$ cat config.mk
export PLATFORM = sky130hd
export DESIGN_NAME = main
export DESIGN_NICKNAME = d
export VERILOG_FILES = /design/src/rtl/bip_pkg.sv /design/src/rtl/bip_control.sv /design/src/rtl/main.sv
export SDC_FILE = /design/constraint.sdc
export NUM_CORES = 1
export LEC_CHECK = 0
export CORE_AREA = 2 2 81 99
export CTS_CLUSTER_SIZE = 24
export DETAILED_ROUTE_END_ITERATION = 7
export DIE_AREA = 0 0 83 101
export HOLD_SLACK_MARGIN = 0.03
export PLACE_DENSITY_LB_ADDON = 0.3
export SETUP_SLACK_MARGIN = 0.1
export SYNTH_ARGS = -nofsm -noshare
export SYNTH_HDL_FRONTEND = slang
export SYNTH_HIERARCHICAL = 1
export SYNTH_SLANG_ARGS = --single-unit
$ cat constraint.sdc
create_clock -name clk -period 7 [get_ports clk]
set_input_delay 2.1 -clock clk [delete_from_list [all_inputs] [get_ports clk]]
set_output_delay 2.1 -clock clk [all_outputs]
set_load 0.01 [all_outputs]
$ cat src/rtl/bip_pkg.sv
// Shared types and constants for the BIP core.
// Opcodes, widths and the decoded control word.
package bip_pkg;

  localparam int PC_W   = 11;
  localparam int OPR_W  = 11;
  localparam int DATA_W = 16;

  localparam logic [4:0] OP_HLT  = 5'b00000;
  localparam logic [4:0] OP_STO  = 5'b00001;
  localparam logic [4:0] OP_LD   = 5'b00010;
  localparam logic [4:0] OP_LDI  = 5'b00011;
  localparam logic [4:0] OP_ADD  = 5'b00100;
  localparam logic [4:0] OP_ADDI = 5'b00101;
  localparam logic [4:0] OP_SUB  = 5'b00110;
  localparam logic [4:0] OP_SUBI = 5'b00111;

  localparam logic [1:0] SEL_A_MEM = 2'd0;
  localparam logic [1:0] SEL_A_IMM = 2'd1;
  localparam logic [1:0] SEL_A_ALU = 2'd2;

  typedef struct packed {
    logic       wr_pc;
    logic [1:0] sel_a;
    logic       sel_b;
    logic       wr_acc;
    logic       op_sub;
    logic       wr_ram;
    logic       rd_ram;
  } ctrl_t;

  function automatic logic [DATA_W-1:0] sext(
    input logic [OPR_W-1:0] v
  );
    return {{(DATA_W-OPR_W){v[OPR_W-1]}}, v};
  endfunction

endpackage

$ cat src/rtl/bip_control.sv
// BIP control unit: opcode decode and program counter.
// PC freezes on HLT and wraps naturally at the top of memory.
module bip_control
  import bip_pkg::*;
(
  input  logic            clk,
  input  logic            rst_n,
  input  logic [4:0]      opcode,
  output ctrl_t           ctrl,
  output logic [PC_W-1:0] pc
);

  always_comb begin
    ctrl = '0;
    unique case (1'b1)
      (opcode == OP_HLT): ctrl = '0;
      (opcode == OP_STO): begin
        ctrl.wr_pc  = 1'b1;
        ctrl.wr_ram = 1'b1;
      end
      (opcode == OP_LD): begin
        ctrl.wr_pc  = 1'b1;
        ctrl.rd_ram = 1'b1;
        ctrl.wr_acc = 1'b1;
        ctrl.sel_a  = SEL_A_MEM;
      end
      (opcode == OP_LDI): begin
        ctrl.wr_pc  = 1'b1;
        ctrl.wr_acc = 1'b1;
        ctrl.sel_a  = SEL_A_IMM;
      end
      (opcode == OP_ADD): begin
        ctrl.wr_pc  = 1'b1;
        ctrl.rd_ram = 1'b1;
        ctrl.wr_acc = 1'b1;
        ctrl.sel_a  = SEL_A_ALU;
      end
      (opcode == OP_ADDI): begin
        ctrl.wr_pc  = 1'b1;
        ctrl.wr_acc = 1'b1;
        ctrl.sel_a  = SEL_A_ALU;
        ctrl.sel_b  = 1'b1;
      end
      (opcode == OP_SUB): begin
        ctrl.wr_pc  = 1'b1;
        ctrl.rd_ram = 1'b1;
        ctrl.wr_acc = 1'b1;
        ctrl.sel_a  = SEL_A_ALU;
        ctrl.op_sub = 1'b1;
      end
      (opcode == OP_SUBI): begin
        ctrl.wr_pc  = 1'b1;
        ctrl.wr_acc = 1'b1;
        ctrl.sel_a  = SEL_A_ALU;
        ctrl.sel_b  = 1'b1;
        ctrl.op_sub = 1'b1;
      end
      default: ctrl.wr_pc = 1'b1;
    endcase
  end

  always_ff @(posedge clk or negedge rst_n) begin
    if (!rst_n)
      pc <= '0;
    else if (ctrl.wr_pc)
      pc <= pc + 11'd1;
  end

endmodule

$ cat src/rtl/main.sv
// BIP top: control unit plus accumulator datapath.
// One instruction per clock against external async memories.
module main
  import bip_pkg::*;
(
  input  logic        clk,
  input  logic        rst_n,
  output logic [10:0] Addr,
  input  logic [15:0] Data,
  output logic        WrRam,
  output logic        RdRam,
  output logic [10:0] Addr_DM,
  output logic [15:0] In_Data,
  input  logic [15:0] Out_Data
);

  ctrl_t             ctrl;
  logic [PC_W-1:0]   pc;
  logic [OPR_W-1:0]  operand;
  logic [DATA_W-1:0] acc;
  logic [DATA_W-1:0] imm;
  logic [DATA_W-1:0] alu_b;
  logic [DATA_W-1:0] alu_y;
  logic [DATA_W-1:0] acc_d;

  assign operand = Data[15:5];

  bip_control u_control (
    .clk    (clk),
    .rst_n  (rst_n),
    .opcode (Data[4:0]),
    .ctrl   (ctrl),
    .pc     (pc)
  );

  assign imm   = sext(operand);
  assign alu_b = ctrl.sel_b ? imm : Out_Data;
  assign alu_y = ctrl.op_sub ? acc - alu_b
                             : acc + alu_b;

  always_comb begin
    acc_d = alu_y;
    unique case (ctrl.sel_a)
      SEL_A_MEM: acc_d = Out_Data;
      SEL_A_IMM: acc_d = imm;
      default:   acc_d = alu_y;
    endcase
  end

  always_ff @(posedge clk or negedge rst_n) begin
    if (!rst_n)
      acc <= '0;
    else if (ctrl.wr_acc)
      acc <= acc_d;
  end

  assign Addr    = pc;
  assign WrRam   = ctrl.wr_ram;
  assign RdRam   = ctrl.rd_ram;
  assign Addr_DM = operand;
  assign In_Data = acc;

endmodule

==> impl_metrics.tcl <==
set metrics [dict create \
    synth_area_leaders "dfrtp_1 24%, mux2i_1 8.7%, ha_1 7.7%" \
    fillers 736 \
    clkTransAtPathRegs_ns 0.11 \
    crit_path_top_delay_cell "and3_1" \
    routed_wl_um 7580 \
    crit_buf_inv 2 \
    worstPathMaxFanout 14 \
    synth_nets 385 \
    drtPass1Iterations 4 \
    clk_path_buf_depth 2 \
    yosysTopAreaCell "dfrtp_1" \
    antenna_found_initial 0 \
    ant_nets 0 \
    hold-worst-slack_ns 0.480 \
    cts-resized-gates 0 \
    powerDensity_nw_per_um2 222 \
    synth_top_family_by_area "compound AO/OA/AOI/OAI gates" \
    yosysMostFrequentCell "nor2_1" \
    layoutNonFillerInstCount 484 \
    drv_cap 0 \
    dp_hpwl_um 5820 \
    crit_cells 18 \
    hold_viol_final 0 \
    vdd_drop_max_v 0.000160 \
    rsz0062_at_grt "false" \
    synth_area_um2 2770 \
    p_leak_nw 1.38 \
    synthSimpleGateAreaFrac_pct 17.4 \
    root_buffer "clkbuf_8" \
    area_growth_pct 28.8 \
    grt-ovfl-total 0 \
    grt_pass1_wl_um 12600 \
    outcome "finished, final reports clean" \
    synth-edff-count 0 \
    synthCells 333 \
    slowest_delay_ns 0.59 \
    cts.sinks 27 \
    rows 35 \
    ys_ff_latch 27 \
    grt_pass1_vias 2535 \
    period_minus_slack_ns 6.33 \
    timing.slew.headroom_pct 46.5 \
    hold_buffers 0 \
    dp.cells 480 \
    core_area_um2 7490 \
    final.setup.worst_slack_ns 0.672 \
    post-route-drc-count 0 \
    htree_levels 1 \
    pre_cts_ws_ns 0.402 \
    crit_type "in2reg" \
    routed-via-count 2602 \
    cts_tree "done" \
    fmax_ghz 0.158 \
    async_flop_share_pct 100 \
    finClkSkew_ns 0.00538 \
    wl_per_cell_um 15.7 \
    die_area_um2 8380 \
    min_path_type "reg2reg" \
    post_dp_cell_area_um2 3510 \
    fin_crit_sh_pct 90.4 \
    yosysTopAreaCellShare_pct 24.4 \
    insertion_delay_ns 0.29 \
    synth_common_cells "34 x nor2_1, 29 x a21oi_1, 27 x dfrtp_1" \
    grt.total_usage_pct 18.1 \
    postSynthAreaPerCell_um2 8.31 \
    final_area_um2 3560 \
    antenna_cells 0 \
    ys_types 49 \
    synth_adder_area_share_pct 8.41 \
    post_cts_buffers 0 \
    cts_buffers 3 \
    drive_gt1_share_pct 5.36 \
    die_h_um 101 \
    ys_warn_count 6 \
    synth-main-ff-cell "dfrtp_1" \
    finalMaxSlewViolations 0 \
    ios 74 \
    nets 445 \
    vias_per_cell 5.38 \
    start_util_pct 36.9 \
    cp-start-kind "input port" \
    ys_seq_area_share_pct 24.4 \
    synth-xor-area-share_pct 12.0 \
    dr.first_iter.drc_count 120 \
    tns_ns 0 \
    io_buffers 73 \
    worstPathCellList "clkdlybuf4s50_1 -> nor2_1 -> and3_1 -> buf_4 -> nor3b_1 -> o22ai_1 -> nor4_1 -> a31oi_1 -> xor2_1 -> o21ai_0 -> ha_1 -> or2_2 -> nand4_1 -> a2bb2oi_1 -> o21ai_0 -> xnor2_1 -> a21oi_1 -> nor2_1" \
    reg2reg_depth 11 \
    synth_mux_area_share_pct 11.3 \
    finalSetupViolCount 0 \
    tightest_slew_ns 0.802 \
    die_w_um 83 \
    holdPathStages 1 \
    grt_max_degree 28 \
    worstPathArrival_ns 6.52 \
    cp_top_family "simple AND/OR/NAND/NOR gates" \
    gp_congestion 0.859 \
    synth-compound-area-share_pct 19.9 \
    required_ns 7.19 \
    end_kind "flip-flop" \
]
## layer usage
metal	track usage, %	vias to the layer above	share of wire (%)
met5	0	-	0
met4	3.03	0	0.61
met3	2.54	4	4.3
met2	33.0	71	51
met1	23.1	1215	44
li1	-	1312	-
## registers in the layout, indices dropped and copies added, names as in the netlist
name          flops
u_control/pc     11
In_Data          16
## through the flow
step | util [%] | total power [mW]
after floorplan | - | 0.519
after global placement | 46.9 | 0.681
after detailed placement | 46.9 | 0.692
after CTS | 47.6 | 0.797
after global routing | 47.6 | 0.855
final | 47.6 | 0.790
## cell type report
type                       instances  area (um^2)  share of cell area (%)
clock buffer                       3         41.3                    1.16
inverter                          10         37.5                    1.05
sequential                        27          676                    19.0
clock inverter                     1         7.51                   0.211
multi-input combinational        273         1920                    53.8
tap                               92          115                    3.23
timing repair buffer              78          768                    21.6
## worst paths after layout
check / start / to / slack (ns)
min in group asynchronous: rst_n / In_Data[0]$_DFFE_PN0P_ / 2.18
max reg2reg: In_Data[0]$_DFFE_PN0P_ / In_Data[14]$_DFFE_PN0P_ / 4.08
max in group asynchronous: rst_n / In_Data[8]$_DFFE_PN0P_ / 4.54
max: Data[4] / In_Data[15]$_DFFE_PN0P_ / 0.67
min: u_control/pc[10]$_DFFE_PN0P_ / u_control/pc[10]$_DFFE_PN0P_ / 0.48
min reg2reg: u_control/pc[10]$_DFFE_PN0P_ / u_control/pc[10]$_DFFE_PN0P_ / 0.48
## layout by cell type (no fill, tap or decap), drive strengths merged, types with 5 or more instances in the layout
| master | n |
|---|---|
| o21a | 5 |
| ha | 17 |
| xor2 | 16 |
| dfrtp | 27 |
| buf | 5 |
| inv | 10 |
| mux2 | 6 |
| a21o | 5 |
| nor3 | 12 |
| nand2 | 21 |
| nor3b | 5 |
| a21oi | 29 |
| clkdlybuf4s50 | 73 |
| o21ai | 23 |
| nor2 | 34 |
| nand2b | 5 |
| xnor2 | 22 |
| mux2i | 24 |
## power breakdown
group          switching (mW)  internal, mW  leakage (nW)
sequential             0.0491         0.197         0.322
clock                  0.0590        0.0406        0.0217
combinational           0.211         0.233          1.03
total                   0.319         0.470          1.38
## worst register-to-register path, cell delays in order (launching register included)
cell and delay, ns:
dfrtp_1 0.39, inv_1 0.08, ha_1 0.19, inv_1 0.06, fa_1 0.42, a211oi_1 0.35
o21ai_0 0.15, o21a_1 0.15, a221oi_1 0.51, a21oi_1 0.18, xnor2_1 0.18, o221ai_1 0.12
## cells by family after synthesis
logic type | Yosys count
compound gates | 88
xor+xnor | 38
fa+ha+maj | 18
buf+inv | 33
flops | 27
mux | 30
simple gates | 99
No activity file was read; power rests on OpenSTA's default activity.
